File: src/rtl/fwd_interlock_unit.sv
// Operand forwarding and load-use / HI/LO interlock for the 5-stage MIPS pipeline.
// Resolves ID source operands against producer stages and keeps saturating stall counters.
module fwd_interlock_unit #(
  parameter int NUM_SRC = 2,
  parameter int NUM_STG = 3,
  parameter int AW      = 5,
  parameter int DW      = 32,
  parameter int CNT_W   = 32
) (
  input  logic                   clk,
  input  logic                   resetn,
  input  logic [NUM_STG-1:0]     stg_valid,
  input  logic [NUM_STG-1:0]     stg_wen,
  input  logic [NUM_STG-1:0]     stg_ready,
  input  logic [NUM_STG*AW-1:0]  stg_waddr,
  input  logic [NUM_STG*DW-1:0]  stg_wdata,
  input  logic [NUM_SRC-1:0]     src_used,
  input  logic [NUM_SRC*AW-1:0]  src_addr,
  input  logic [NUM_SRC*DW-1:0]  rf_rdata,
  input  logic                   id_valid,
  input  logic                   id_is_mfhilo,
  input  logic                   hilo_start,
  input  logic                   hilo_done,
  input  logic                   cnt_clr,
  output logic [NUM_SRC*DW-1:0]  src_data,
  output logic [NUM_SRC*2-1:0]   src_fwd_sel,
  output logic                   stall,
  output logic                   hilo_busy,
  output logic                   hilo_err,
  output logic [CNT_W-1:0]       stall_cnt,
  output logic [CNT_W-1:0]       hilo_stall_cnt
);

  typedef enum logic {
    IDLE = 1'b0,
    BUSY = 1'b1
  } hilo_state_t;

  hilo_state_t        state_q, state_d;
  logic               err_d;
  logic [NUM_SRC-1:0] src_pending;
  logic               stall_raw;
  logic               stall_hilo;

  // ---------------------------------------------------------------------------
  // Forwarding: scan oldest to youngest so the youngest matching stage is the
  // last writer and therefore wins. Its ready bit alone decides load-use.
  // ---------------------------------------------------------------------------
  always_comb begin
    // NOTE: every combinational output gets a default before any conditional
    // assignment, otherwise synthesis infers a latch to hold the old value.
    src_data    = rf_rdata;
    src_fwd_sel = '0;
    src_pending = '0;
    for (int i = 0; i < NUM_SRC; i++) begin
      for (int s = NUM_STG - 1; s >= 0; s--) begin
        if (stg_valid[s] && stg_wen[s] &&
            (stg_waddr[s*AW +: AW] == src_addr[i*AW +: AW]) &&
            (src_addr[i*AW +: AW] != '0)) begin
          src_data[i*DW +: DW]   = stg_wdata[s*DW +: DW];
          src_fwd_sel[i*2 +: 2]  = (s >= 2) ? 2'd3 : 2'(s + 1);
          src_pending[i]         = ~stg_ready[s];
        end
      end
    end
  end

  assign stall_raw  = id_valid && |(src_used & src_pending);
  assign stall_hilo = id_valid && id_is_mfhilo && (hilo_busy || hilo_start);
  assign stall      = stall_raw || stall_hilo;

  // ---------------------------------------------------------------------------
  // HI/LO scoreboard. A start while busy keeps the unit busy (the new op is
  // assumed to replace the old one) and flags the overlap as an error.
  // ---------------------------------------------------------------------------
  always_comb begin
    state_d = state_q;
    err_d   = hilo_err;
    unique case (state_q)
      IDLE: begin
        if (hilo_start) state_d = BUSY;
      end
      BUSY: begin
        if (hilo_start) begin
          state_d = BUSY;
          err_d   = 1'b1;
        end else if (hilo_done) begin
          state_d = IDLE;
        end
      end
      default: state_d = IDLE;
    endcase
  end

  always_ff @(posedge clk or negedge resetn) begin
    // NOTE: sequential state uses non-blocking assignments so every register
    // samples pre-edge values regardless of statement order.
    if (!resetn) begin
      state_q  <= IDLE;
      hilo_err <= 1'b0;
    end else begin
      state_q  <= state_d;
      hilo_err <= err_d;
    end
  end

  assign hilo_busy = (state_q == BUSY);

  // ---------------------------------------------------------------------------
  // Saturating performance counters; clear wins over increment.
  // ---------------------------------------------------------------------------
  function automatic logic [CNT_W-1:0] sat_inc(input logic [CNT_W-1:0] v);
    return (&v) ? v : v + 1'b1;
  endfunction

  always_ff @(posedge clk or negedge resetn) begin
    if (!resetn) begin
      stall_cnt      <= '0;
      hilo_stall_cnt <= '0;
    end else if (cnt_clr) begin
      stall_cnt      <= '0;
      hilo_stall_cnt <= '0;
    end else begin
      if (stall)      stall_cnt      <= sat_inc(stall_cnt);
      if (stall_hilo) hilo_stall_cnt <= sat_inc(hilo_stall_cnt);
    end
  end

endmodule

File: config.mk
export PLATFORM = sky130hd
export DESIGN_NAME = fwd_interlock_unit
export DESIGN_NICKNAME = d
export VERILOG_FILES = /design/src/rtl/fwd_interlock_unit.sv
export SDC_FILE = /design/constraint.sdc
export NUM_CORES = 1
export LEC_CHECK = 0
export CAP_MARGIN = 20
export CORE_AREA = 2 2 131 133
export DETAILED_ROUTE_END_ITERATION = 8
export DIE_AREA = 0 0 133 135
export PLACE_DENSITY_LB_ADDON = 0.08
export SLEW_MARGIN = 20
export SYNTH_ARGS = -nofsm -noshare
export SYNTH_HDL_FRONTEND = slang
export SYNTH_SLANG_ARGS = --single-unit
File: constraint.sdc
create_clock -name clk -period 7.69 [get_ports clk]
set_input_delay 1.538 -clock clk [delete_from_list [all_inputs] [get_ports clk]]
set_output_delay 1.538 -clock clk [all_outputs]
set_load 0.005 [all_outputs]
==> impl_metrics.toml <==
[route]
drcViolationCount = 0
route.vias.total = 6893
wl_per_cell_um = 18.4
ant_nets = 0
via_per_inst = 5.18
first_pass_iters = 6
wl_um = 24500
drt-initial-drc-count = 359

[cts]
insertion_delay_ns = 0.33
post_cts.repair.setup_buffers = 0
clockRootBuffer = "clkbuf_16"
cts.sinks = 66
htreeDepth = 3
clk_pin_slew_ns = 0.05
cts_tree = "done"
numCtsBuffers = 9
cts_resized = 0
postCtsHoldBufs = 0
clock_path_buffers = 2

[place]
globalplace.congestion = 0.917
post-place-ws_ns = 1.47
hpwl_um = 18900
io_buffers = 337
dp.cells = 1313
post_dp_cell_area_um2 = 9320

[power_and_ir_drop]
cellPowerDensity_nw_per_um2 = 108
p_switching_mw = 0.251
power.leakage_nw = 3.46
pwr-share-clk = 0.403
combPwrFrac = 0.258
intPower_mw = 0.785
p_sw_frac = 0.242
finalPower_mw = 1.04
ir_worst_vdd_mv = 0.127
power_frac_seq = 0.340

[timing]
slew_violations = 0
whs_ns = 0.452
period_share = 0.810
timing.final.ws_setup_ns = 1.46
setup_tns_ns = 0
maxSlewHeadroom = 0.301
grt_setup_unrepaired = "no"
period_needed_ns = 6.23
fmax_mhz = 161
setup_viol_count_final = 0
fin_skew_ns = 0.00350
hold_viol_final = 0
worst_pin_slew_ns = 1.04

[logic_synthesis]
syn-num-nets = 1000
synth-simple-area-share = 0.260
synth_edf_count = 0
synthMuxAreaShare = 0.118
synth_area_leaders = "dfrtp_1 29%, mux2i_1 12%, o21ai_0 10%, nand2_1 8.3%, a21oi_1 6.2%"
synth_top_family_by_area = "simple AND/OR/NAND/NOR gates"
syn_inst = 795
synth_compound_area_frac = 0.210
synth.largest_area_cell = "dfrtp_1"
synth_seq_cells = 66
synth_top_area_share = 0.287
synth-xor-area-share = 0.0761
synth-adder-area-share = 0.00435
synthArstFlopShare = 1.00
syn_avg_cell_area_um2 = 7.24
seq_area_frac_synth = 0.287
yosys_warnings = 0
synth_area_um2 = 5760
ys.flop_type = "dfrtp_1"
ys_types = 42

[setup_path]
path_common_cell = "clkdlybuf4s50_1"
r2r_cells = 8
r2r_end = "stall_cnt[26]"
path_class = "in -> out"
timing.reg2reg.setup_slack_ns = 4.98
slowest_delay_ns = 0.91
crit_buf_inv = 3
start_kind = "input port"
required_ns = 6.15
cp.arrival_ns = 4.69
cp_cell_sequence = "clkdlybuf4s50_1, nor4_1, and2_1, or4_2, mux2i_1, o2111a_2, nor3_1, inv_1, clkdlybuf4s50_1"
crit_fanout = 19
critical-path-slowest-cell = "or4_2"
path_delay_family = "simple AND/OR/NAND/NOR gates"
rr_startpoint = "stall_cnt[6]"
cp-end-kind = "output pin"

[final_layout]
fin_area_um2 = 9630
post-route-util = 0.587
area_growth_pct = 67.3
layout.cells.non_filler = 1330
mostFrequentLayoutCell = "clkdlybuf4s50_1"
nets = 1309
drive_gt1_frac = 0.0361
layout_common_cells = "335 x clkdlybuf4s50_1, 128 x nand2_1, 119 x o21ai_0"

[global_routing]
grt_pass1_vias = 6592
antenna_found_initial = 1
gr-usage-all-layers = 0.264
grt_max_degree = 67
grt_pass1_wl_um = 37500
overflow = 0

[die]
coreArea_um2 = 16400
rows = 47
die_w_um = 133
ios = 338
die_y_um = 135
start_util = 0.351
die_area_um2 = 18000

[hold_path]
hold_path_depth = 1
min_to = "hilo_err"
hold_path.class = "reg -> reg"
min-delay-start = "hilo_err"

[run_status]
status = "finished, final reports clean"

[job]
maxCapViolations = 0
## synth_stat cells, drive strengths merged (11+ instances only)
| library cell | number |
|---|---|
| nand2 | 128 |
| o21ai | 125 |
| a21oi | 71 |
| nor2 | 70 |
| mux2i | 68 |
| dfrtp | 66 |
| clkbuf | 43 |
| nand3 | 29 |
| or3 | 29 |
| xor2 | 26 |
| xnor2 | 24 |
| nand4 | 18 |
| inv | 17 |
| or4 | 11 |
## logic make-up after synthesis
family,after synthesis
adders and majority gates,2
DFF,66
and+or+nand+nor,321
AOI/OAI and AO/OA,221
muxes,68
xor gates and xnor gates,50
buffers and inverters,67
## worst max path at each step
stage,startpoint,endpoint,slack (ns),cells past startpoint
after CTS,src_addr[0],stall,1.46,9
final,src_addr[4],stall,1.46,9
after floorplan,src_addr[2],src_data[10],2.83,9
after global routing,src_addr[2],stall,1.26,9
after detailed placement,src_addr[0],stall,1.47,9
after global placement,src_addr[0],stall,1.49,9
## power by group through the flow
| stage | Clock (mW) | Combinational [mW] | Sequential (mW) |
|---|---|---|---|
| final | 0.417 | 0.267 | 0.352 |
| after global routing | 0.438 | 0.289 | 0.352 |
| after CTS | 0.424 | 0.268 | 0.352 |
| after detailed placement | 0 | 0.267 | 0.358 |
| after global placement | 0 | 0.266 | 0.358 |
| after floorplan | 0 | 0.0741 | 0.357 |
## layer usage
layer / global-route usage / vias to the layer above / share of wire
met5: 0 / - / 0
met4: 0.0992 / 0 / 0.028
met1: 0.321 / 3197 / 0.42
met3: 0.0465 / 41 / 0.050
met2: 0.467 / 221 / 0.50
li1: - / 3434 / -
## sequential cells by signal, indices dropped and copies added (netlist names)
signal and count:
hilo_stall_cnt 32, stall_cnt 32, hilo_busy 1, hilo_err 1
## cell type report
class                      instances  area [um2]
antenna                            1        2.50
clock buffer                      12         256
clock inverter                     4        50.0
fill                            1529        6780
inverter                          17        63.8
multi-input combinational        662        3890
sequential                        66        1650
tap                              220         275
timing repair buffer             348        3450
## worst register-to-register path: cells and delay by family (launching register included)
| family | cells | cell delay, ns |
|---|---|---|
| simple gates | 7 | 2.03 |
| flops | 1 | 0.45 |
| compound gates | 1 | 0.15 |
No activity file was read; power rests on OpenSTA's default activity.
